[config.mk]
export PLATFORM = sky130hd
export DESIGN_NAME = sha256_block_feeder
export DESIGN_NICKNAME = d
export VERILOG_FILES = /design/src/rtl/sha256_block_feeder.sv
export SDC_FILE = /design/constraint.sdc
export NUM_CORES = 1
export LEC_CHECK = 0
export ABC_AREA = 1
export CORE_AREA = 2 2 409 411
export CTS_CLUSTER_DIAMETER = 120
export DETAILED_ROUTE_END_ITERATION = 6
export DIE_AREA = 0 0 411 413
export PLACE_DENSITY = 0.44
export SYNTH_ARGS = -nofsm -noshare
export SYNTH_HDL_FRONTEND = slang
export SYNTH_SLANG_ARGS = --single-unit
[constraint.sdc]
create_clock -name clk -period 3.1 [get_ports clk]
set_input_delay 0.465 -clock clk [delete_from_list [all_inputs] [get_ports clk]]
set_output_delay 0.465 -clock clk [all_outputs]
set_load 0.03 [all_outputs]
[src/rtl/sha256_block_feeder.sv]
// sha256_block_feeder: byte-serial message in, FIPS 180-4 padded single
// 512-bit block out to sha256_module, digest (or error) out on a
// valid/ready port. Messages of 1-55 bytes are hashed; longer ones are
// drained and reported as errors without starting the core.
//
// Optional build feature: define SHA_DOUBLE_HASH_EN to run a second pass
// over the first digest (SHA256d). Without it only a single pass exists.
module sha256_block_feeder #(
  parameter int TIMEOUT_CYCLES = 128,
  parameter int CNT_W          = 8
) (
  input  logic         clk,
  input  logic         reset_n,
  input  logic         in_valid,
  output logic         in_ready,
  input  logic [7:0]   in_byte,
  input  logic         in_last,
  output logic         sha_start,
  output logic [511:0] sha_data_in,
  input  logic         sha_done,
  input  logic [255:0] sha_data_out,
  output logic         dig_valid,
  input  logic         dig_ready,
  output logic [255:0] dig_data,
  output logic         dig_err,
  output logic         busy
);

  localparam logic [3:0] ST_COLLECT = 4'd0;
  localparam logic [3:0] ST_PAD     = 4'd1;
  localparam logic [3:0] ST_START   = 4'd2;
  localparam logic [3:0] ST_WAIT    = 4'd3;
  localparam logic [3:0] ST_DRAIN   = 4'd4;
  localparam logic [3:0] ST_OUT     = 4'd5;
`ifdef SHA_DOUBLE_HASH_EN
  localparam logic [3:0] ST_PAD2    = 4'd6;
  localparam logic [3:0] ST_START2  = 4'd7;
  localparam logic [3:0] ST_WAIT2   = 4'd8;
`endif

  localparam logic [CNT_W-1:0] CNT_ONE   = CNT_W'(1);
  localparam logic [CNT_W-1:0] CNT_ZERO  = CNT_W'(0);
  localparam logic [CNT_W-1:0] MAX_BYTES = CNT_W'(55);
  localparam logic [CNT_W-1:0] TMO_LIM   = CNT_W'(TIMEOUT_CYCLES);
  localparam logic [511:0]     BLK_ZERO  = 512'd0;
  localparam logic [255:0]     DIG_ZERO  = 256'd0;

  // Bit position of message byte k: word k/4, big-endian within the word.
  function automatic logic [8:0] byte_lsb(input logic [5:0] k);
    byte_lsb = {k[5:2], 5'b00000} + {4'b0000, (2'd3 - k[1:0]), 3'b000};
  endfunction

  logic [3:0]       state_q, state_d;
  logic [CNT_W-1:0] cnt_q, cnt_d;
  logic [CNT_W-1:0] tmo_q, tmo_d;
  logic [511:0]     blk_q, blk_d;
  logic             start_q, start_d;
  logic             dvalid_q, dvalid_d;
  logic [255:0]     ddata_q, ddata_d;
  logic             derr_q, derr_d;

  logic             in_ready_s;
  logic             byte_acc_s;
  logic [CNT_W-1:0] cnt_nx_s;
  logic [CNT_W-1:0] tmo_nx_s;
  logic             tmo_hit_s;
  logic [31:0]      bitlen_s;

  assign in_ready_s = (state_q == ST_COLLECT) || (state_q == ST_DRAIN);
  assign byte_acc_s = in_valid & in_ready_s;
  assign cnt_nx_s   = cnt_q + CNT_ONE;
  assign tmo_nx_s   = tmo_q + CNT_ONE;
  assign tmo_hit_s  = (tmo_nx_s == TMO_LIM);
  assign bitlen_s   = {{(32-CNT_W-3){1'b0}}, cnt_nx_s, 3'b000};

  // Next-state logic: byte collection, padding, core handshake, result hold.
  always_comb begin
    state_d  = state_q;
    cnt_d    = cnt_q;
    tmo_d    = tmo_q;
    blk_d    = blk_q;
    start_d  = 1'b0;
    dvalid_d = dvalid_q;
    ddata_d  = ddata_q;
    derr_d   = derr_q;
    case (state_q)
      ST_COLLECT: begin
        if (byte_acc_s) begin
          if (cnt_q < MAX_BYTES) begin
            blk_d[byte_lsb(cnt_q[5:0]) +: 8] = in_byte;
            cnt_d = cnt_nx_s;
            if (in_last) begin
              // The padding byte and bit length are written together with the
              // last byte so the block is already complete while in PAD.
              blk_d[byte_lsb(cnt_nx_s[5:0]) +: 8] = 8'h80;
              blk_d[511:480] = bitlen_s;
              state_d = ST_PAD;
            end else begin
              state_d = ST_COLLECT;
            end
          end else if (in_last) begin
            // 56th byte is also the last: oversize, report at once.
            state_d  = ST_OUT;
            dvalid_d = 1'b1;
            ddata_d  = DIG_ZERO;
            derr_d   = 1'b1;
          end else begin
            state_d = ST_DRAIN;
          end
        end else begin
          state_d = ST_COLLECT;
        end
      end
      ST_PAD: begin
        state_d = ST_START;
        start_d = 1'b1;
      end
      ST_START: begin
        state_d = ST_WAIT;
        tmo_d   = CNT_ZERO;
      end
      ST_WAIT: begin
        if (sha_done) begin
`ifdef SHA_DOUBLE_HASH_EN
          // Second block: first digest, 0x80 marker, zeros, 256-bit length.
          blk_d   = {32'h0000_0100, 192'd0, 32'h8000_0000, sha_data_out};
          tmo_d   = CNT_ZERO;
          state_d = ST_PAD2;
`else
          state_d  = ST_OUT;
          dvalid_d = 1'b1;
          ddata_d  = sha_data_out;
          derr_d   = 1'b0;
`endif
        end else if (tmo_hit_s) begin
          state_d  = ST_OUT;
          dvalid_d = 1'b1;
          ddata_d  = DIG_ZERO;
          derr_d   = 1'b1;
        end else begin
          tmo_d = tmo_nx_s;
        end
      end
`ifdef SHA_DOUBLE_HASH_EN
      ST_PAD2: begin
        state_d = ST_START2;
        start_d = 1'b1;
      end
      ST_START2: begin
        state_d = ST_WAIT2;
        tmo_d   = CNT_ZERO;
      end
      ST_WAIT2: begin
        if (sha_done) begin
          state_d  = ST_OUT;
          dvalid_d = 1'b1;
          ddata_d  = sha_data_out;
          derr_d   = 1'b0;
        end else if (tmo_hit_s) begin
          state_d  = ST_OUT;
          dvalid_d = 1'b1;
          ddata_d  = DIG_ZERO;
          derr_d   = 1'b1;
        end else begin
          tmo_d = tmo_nx_s;
        end
      end
`endif
      ST_DRAIN: begin
        if (byte_acc_s && in_last) begin
          state_d  = ST_OUT;
          dvalid_d = 1'b1;
          ddata_d  = DIG_ZERO;
          derr_d   = 1'b1;
        end else begin
          state_d = ST_DRAIN;
        end
      end
      ST_OUT: begin
        if (dig_ready) begin
          state_d  = ST_COLLECT;
          dvalid_d = 1'b0;
          ddata_d  = DIG_ZERO;
          derr_d   = 1'b0;
          blk_d    = BLK_ZERO;
          cnt_d    = CNT_ZERO;
          tmo_d    = CNT_ZERO;
        end else begin
          state_d = ST_OUT;
        end
      end
      default: begin
        state_d  = ST_COLLECT;
        dvalid_d = 1'b0;
        ddata_d  = DIG_ZERO;
        derr_d   = 1'b0;
        blk_d    = BLK_ZERO;
        cnt_d    = CNT_ZERO;
        tmo_d    = CNT_ZERO;
      end
    endcase
  end

  // State and output registers; reset aborts any pass in flight.
  always_ff @(posedge clk or negedge reset_n) begin
    if (!reset_n) begin
      state_q  <= ST_COLLECT;
      cnt_q    <= CNT_ZERO;
      tmo_q    <= CNT_ZERO;
      blk_q    <= BLK_ZERO;
      start_q  <= 1'b0;
      dvalid_q <= 1'b0;
      ddata_q  <= DIG_ZERO;
      derr_q   <= 1'b0;
    end else begin
      state_q  <= state_d;
      cnt_q    <= cnt_d;
      tmo_q    <= tmo_d;
      blk_q    <= blk_d;
      start_q  <= start_d;
      dvalid_q <= dvalid_d;
      ddata_q  <= ddata_d;
      derr_q   <= derr_d;
    end
  end

  assign in_ready    = in_ready_s;
  assign sha_start   = start_q;
  assign sha_data_in = blk_q;
  assign dig_valid   = dvalid_q;
  assign dig_data    = ddata_q;
  assign dig_err     = derr_q;
  assign busy        = (state_q != ST_COLLECT);

endmodule

==> Yosys cells after proc, flatten, opt, wreduce, memory -nomap -nowiden <==
Cells that the tools add are included.
{ "totals": {"ff_bits": 791, "out_inout_bits": 773, "input_bits": 270, "word_cells": 92} }
{ "classes": {"reduce_logical": 10, "mux": 42, "magnitude_cmp": 1, "bitwise_logic": 4, "shift": 4, "eq_ne": 15, "addsub": 8} }
{ "ops": {"columns": ["op", "n"], "rows": [
  ["$mux W512", 4],
  ["$mux W256", 7],
  ["$pmux W512 S3", 1],
  ["$pmux W256 S5", 1],
  ["$bwmux W512", 2],
  ["$shift A8 B11 Y512 const A", 2],
  ["$shiftx A8 B11 Y512", 1],
  ["$shiftx A8 B11 Y512 const A", 1],
  ["$pmux W8 S3", 2],
  ["$mux W8", 5],
  ["$pmux W4 S6", 1],
  ["$neg A9 Y11", 2],
  ["$add A9 B5 Y9", 2],
  ["$add A8 B1 Y8 const B", 2],
  ["$mux W4", 4],
  ["$mux W1", 12],
  ["$ne A2 B2 Y1 const B", 6],
  ["$pmux W1 S5", 2],
  ["$eq A4 B2 Y1 const B", 2],
  ["$eq A4 B3 Y1 const B", 2],
  ["$eq A8 B8 Y1 const B", 1],
  ["$lt A8 B6 Y1 const B", 1],
  ["$reduce_and A4 Y1", 2],
  ["$reduce_and A7 Y1", 1],
  ["14 further kinds", 18]
]} }

==> Logic depth before layout (Yosys ltp) <==
Gate-level depths: netlist of run 1.
{ "logic_depth": {"depth_word": 10, "depth_mapped": 18, "depth_no_buf": 15} }

==> Worst setup path after synthesis of run 1 <==
Ideal clock, no wire load.
{ "synth_path": {"path_kind": "reg-to-reg", "start": "register cnt_q[0]", "end": "register blk_q[368] (netlist: sha_data_in[368])", "n_path_buf": 3, "period_less_slack_ns": 2.507, "stages_incl_launch_ff": 17, "path_slack_ns": 0.593, "setup_time_ns": 0.137, "required_time_ns": 2.963, "t_arrival_ns": 2.370, "path_cell_list": "dfrtp_1 > buf_6 > inv_4 > ha_1 > buf_2 > nand2_4 > inv_2 > nand2_2 > nor2_2 > nand3_2 > nand2_4 > inv_2 > nor2_4 > buf_4 > nand2_1 > nand2_2 > a21oi_1"} }
{ "synth_via": {"elab_chain_len": 10, "elab_cells_between_ends": 20, "classes_between": "add/sub: 7; order compare: 1; eq/ne: 1; shift: 4; mux: 6; reduce/logical: 1"} }
{ "synth_rtl": {"columns": ["item", "line_no", "text"], "rows": [
  ["start, declared", "54", "logic [CNT_W-1:0] cnt_q, cnt_d;"],
  ["start signal, assigned", "217", "cnt_q <= cnt_d;"],
  ["$add A8 B1 Y8 or $sub A2 B2 Y2 (tied branches)", "71, 50", null],
  ["$sub A2 B2 Y2 or $add A9 B5 Y9 (tied branches)", "50", "byte_lsb = {k[5:2], 5'b00000} + {4'b0000, (2'd3 - k[1:0]), 3'b000};"],
  ["$add A9 B5 Y9 or $neg A9 Y11 (tied branches)", "50, 90", null],
  ["$neg A9 Y11 (tied with other cells)", "95", "blk_d[byte_lsb(cnt_nx_s[5:0]) +: 8] = 8'h80;"],
  ["$shiftx A8 B11 Y512 (tied with other cells)", "95", null],
  ["$bwmux W512", "95", null],
  ["$mux W512", "92", "if (in_last) begin"],
  ["$mux W512", "89", "if (cnt_q < MAX_BYTES) begin"],
  ["$mux W512", "88", "if (byte_acc_s) begin"],
  ["$pmux W512 S3", "86", "case (state_q)"],
  ["end signal, assigned", "219", "blk_q <= blk_d;"],
  ["end, declared", "56", "logic [511:0] blk_q, blk_d;"]
]} }
Several ways; a longest one is shown, not always the timed one. The select of a mux whose other input is x is not followed.
A chain may end at the register's enable or synchronous reset.

==> Worst setup path after layout of run 1 <==
{ "layout_path": {"start": "register cnt_q[1]", "end": "register blk_q[51] (netlist: sha_data_in[51])"} }
Same word-level chain as after synthesis.

==> results of run 1 <==
==> state kept, by name (all words and copies together) (netlist names) <==
name	cells
sha_start	1
state_q	3
dig_data	256
sha_data_in	512
dig_err	1
dig_valid	1
tmo_q	8
cnt_q	8
==> worst min-delay path: cells and delay by family <==
| family | cells | cell delay, ns |
|---|---|---|
| buffers and inverters | 1 | 0.15 |
| AO/OA/AOI/OAI | 2 | 0.22 |
==> power breakdown <==
group / total [W] / leakage, nW / switching (W) / internal, W
registers: 0.0136 / 10.8 / 0.00123 / 0.0123
logic: 0.0216 / 12.9 / 0.0150 / 0.00655
clock network: 0.0126 / 1.73 / 0.00509 / 0.00751
==> worst min-delay path by stage <==
stage / cells after the start / slack, ns / endpoint
final: 3 / 0.18 / sha_data_in[435]
after global routing: 3 / 0.18 / sha_data_in[435]
after CTS: 3 / 0.10 / sha_data_in[435]
after detailed placement: 2 / 0.46 / cnt_q[7]
after global placement: 2 / 0.45 / cnt_q[7]
after floorplan: 0 / 0.17 / cnt_q[0]
==> cell families after synthesis <==
kind of cell    count (synthesis)  share of synthesized area, %
compound gates                737                          10.9
fa+ha+maj                       7                         0.240
simple gates                 2459                          27.5
xor+xnor                        4                         0.148
flops                         790                          54.2
buf+inv                       606                          6.98
==> through the flow <==
stage / utilization (%) / std cells / power [W] / instance area (µm²)
final: 32.6 / 8006 / 0.0477 / 54000
after global routing: 32.5 / 7997 / 0.0500 / 54000
after CTS: 32.5 / 7995 / 0.0482 / 53900
after floorplan: - / 4603 / 0.0247 / 36500
after global placement: 30.4 / 7809 / 0.0353 / 50400
after detailed placement: 30.4 / 7809 / 0.0353 / 50400
==> placed cells by master (no fill, tap or decap), drive strengths merged, types with 28 or more instances in the layout <==
cell / instances
o21ai: 479
nand2: 1760
clkbuf: 143
a21oi: 180
clkinv: 28
inv: 376
o21bai: 56
nor3: 35
buf: 198
dfrtp: 790
clkdlybuf4s50: 1033
nand4: 38
nor2: 424
nand3: 195
==> final cells by class <==
cell class	instances	share of cell area, %
flip-flops and latches	790	36.6
multi-input cells	3207	26.4
repair buffers	1233	22.7
clock buffers	143	5.42
well taps	2204	5.10
inverters	376	2.64
clock inverters	42	1.10
diodes	11	0.0510
==> timing repair <==
action                                  in CTS  in global routing
gates resized for setup                      3                 12
endpoints found under the setup margin       1                 71
endpoints found under the hold margin       38                  0
hold buffers                                 1                  0
==> routing by layer <==
layer,track usage [%],vias to the layer above,wire [µm]
met3,5.72,255,15200
met2,33.6,1330,86900
met5,0,-,232
met4,6.84,40,5830
li1,-,16800,-
met1,30.0,17600,85000
==> results.cfg, run 1 <==
[layout]
fin_nets = 5986
ff_latch_area_mm2 = 0.0198
areaGrowthSynthToFinish_pct = 48.2
fillerInstances = 17500
multi_input_area_mm2 = 0.0142
drive_above_1_share_pct = 8.81

[routing]
wl_per_cell_um = 24.1
vias = 36000
dr.pass1.iters = 6
drc_errors = 0
drt_first_iter_violations = 3204
totalWireLength_mm = 193
ant_nets = 0
via_per_inst = 4.50

[critical_path]
path_depth = 11
endpoint = sha_data_in[51]
timing.critical_path.from = cnt_q[1]
reg2regPathDepth = 11
crit_buf_inv = 1
critical_path.top_delay_family = simple AND/OR/NAND/NOR gates
critPathSlowestCell = dfrtp_1
rr_startpoint = cnt_q[1]
critical_path_arrival_ns = 3.57
worstPathMaxFanout = 17
timing.reg2reg.setup_slack_ns = 0.11
r2r-end = sha_data_in[51]
path_cells = ha_2 > nand2_1 > nand2_2 > nand2_1 > o21ai_0 > nand2_2 > buf_4 > nor2_1 > nand2_1 > o21ai_2 > nor2_1
critPathKind = reg -> reg
cp.required_ns = 3.69
critPathCaptureType = flip-flop
cpMostUsedCell = nand2_1
max_stage_delay_ns = 0.46
worst_setup_path_start_kind = flip-flop

[timing]
finClkSkew_ns = 0.0341
relSlewSlack_pct = 50.6
min_period_ns = 2.99
rsz0062_at_grt = false
hold_slack_ns = 0.181
tightestPinTransition_ns = 0.739
fmax_mhz = 335
post-route-period-util_pct = 96.3
hold_violations = 0
final.setup.worst_slack_ns = 0.115
final_max_slew_viol_count = 0
setup_tns_ns = 0
setup_viol = 0

[logic_synthesis]
syn_inst = 4603
synth_area_leaders = dfrtp_1, nand2_1, o21ai_0
syn_nets = 4880
yosysUniqueCellTypes = 44
yosysMostFrequentCell = nand2_1
syn-cell-area_mm2 = 0.0365
synth_top_cell_by_area = dfrtp_1
synth-seq-cells = 790
ys.flop_type = dfrtp_1
async_reset_ff_share_pct = 100
ys_warn_count = 0
avgSynthCellArea_um2 = 7.92
synth_edf_count = 0
yosysSeqAreaShare_pct = 54.2
yosysTopAreaCellShare_pct = 54.2
yosys-top-cells-count = nand2_1, dfrtp_1, o21ai_0, nor2_1, inv_1

[cts]
cts_tree = built
root_buffer = clkbuf_16
clock_path_buffers = 3
cts_buffers = 101
cts.reportedPaths.clkPinSlew_ns = 0.06
post_cts_buffers = 0
clock_latency_ns = 0.73
clkSinkCount = 790
h-tree-depth = 3

[pwr]
pwr_density_cell_mw_per_mm2 = 883
ir_drop_v = 0.000716
power.leakage_nw = 25.5

[floorplanning]
die_h_um = 413
ioPinCount = 1043
dieArea_mm2 = 0.170
rows = 150
floorplan.initialDensity_pct = 22.0
die_x_um = 411
core_mm2 = 0.166

[global_routing]
track_usage_pct = 21.9
grt_pass1_vias = 34400
grt_max_degree = 99
antenna_found_initial = 38
grt_overflow = 0
grt_pass1_wl_mm = 268

[run_status]
status = completed

[hold_path]
min_from = in_byte[3]
hold_class = in -> reg

[placed_design]
gp_congestion = 0.886
portBuffers = 1042
dp_slack_ns = 0.0253
hpwl_mm = 149

[flow_run]
cap_violations = 0
Note: power is estimated with default switching activity, not from simulation.
==> run 2: changes to the inputs <==
--- a/config.mk
+++ b/config.mk
@@ -6,10 +6,12 @@
 export NUM_CORES = 1
 export LEC_CHECK = 0
 export ABC_AREA = 1
+export CAP_MARGIN = 0
 export CORE_AREA = 2 2 409 411
 export CTS_CLUSTER_DIAMETER = 120
 export DETAILED_ROUTE_END_ITERATION = 6
 export DIE_AREA = 0 0 411 413
+export HOLD_SLACK_MARGIN = 0.05
 export PLACE_DENSITY = 0.44
 export SYNTH_ARGS = -nofsm -noshare
 export SYNTH_HDL_FRONTEND = slang
==> results of run 2 <==
The final DEF is identical to that of run 1; final timing and power are the same.
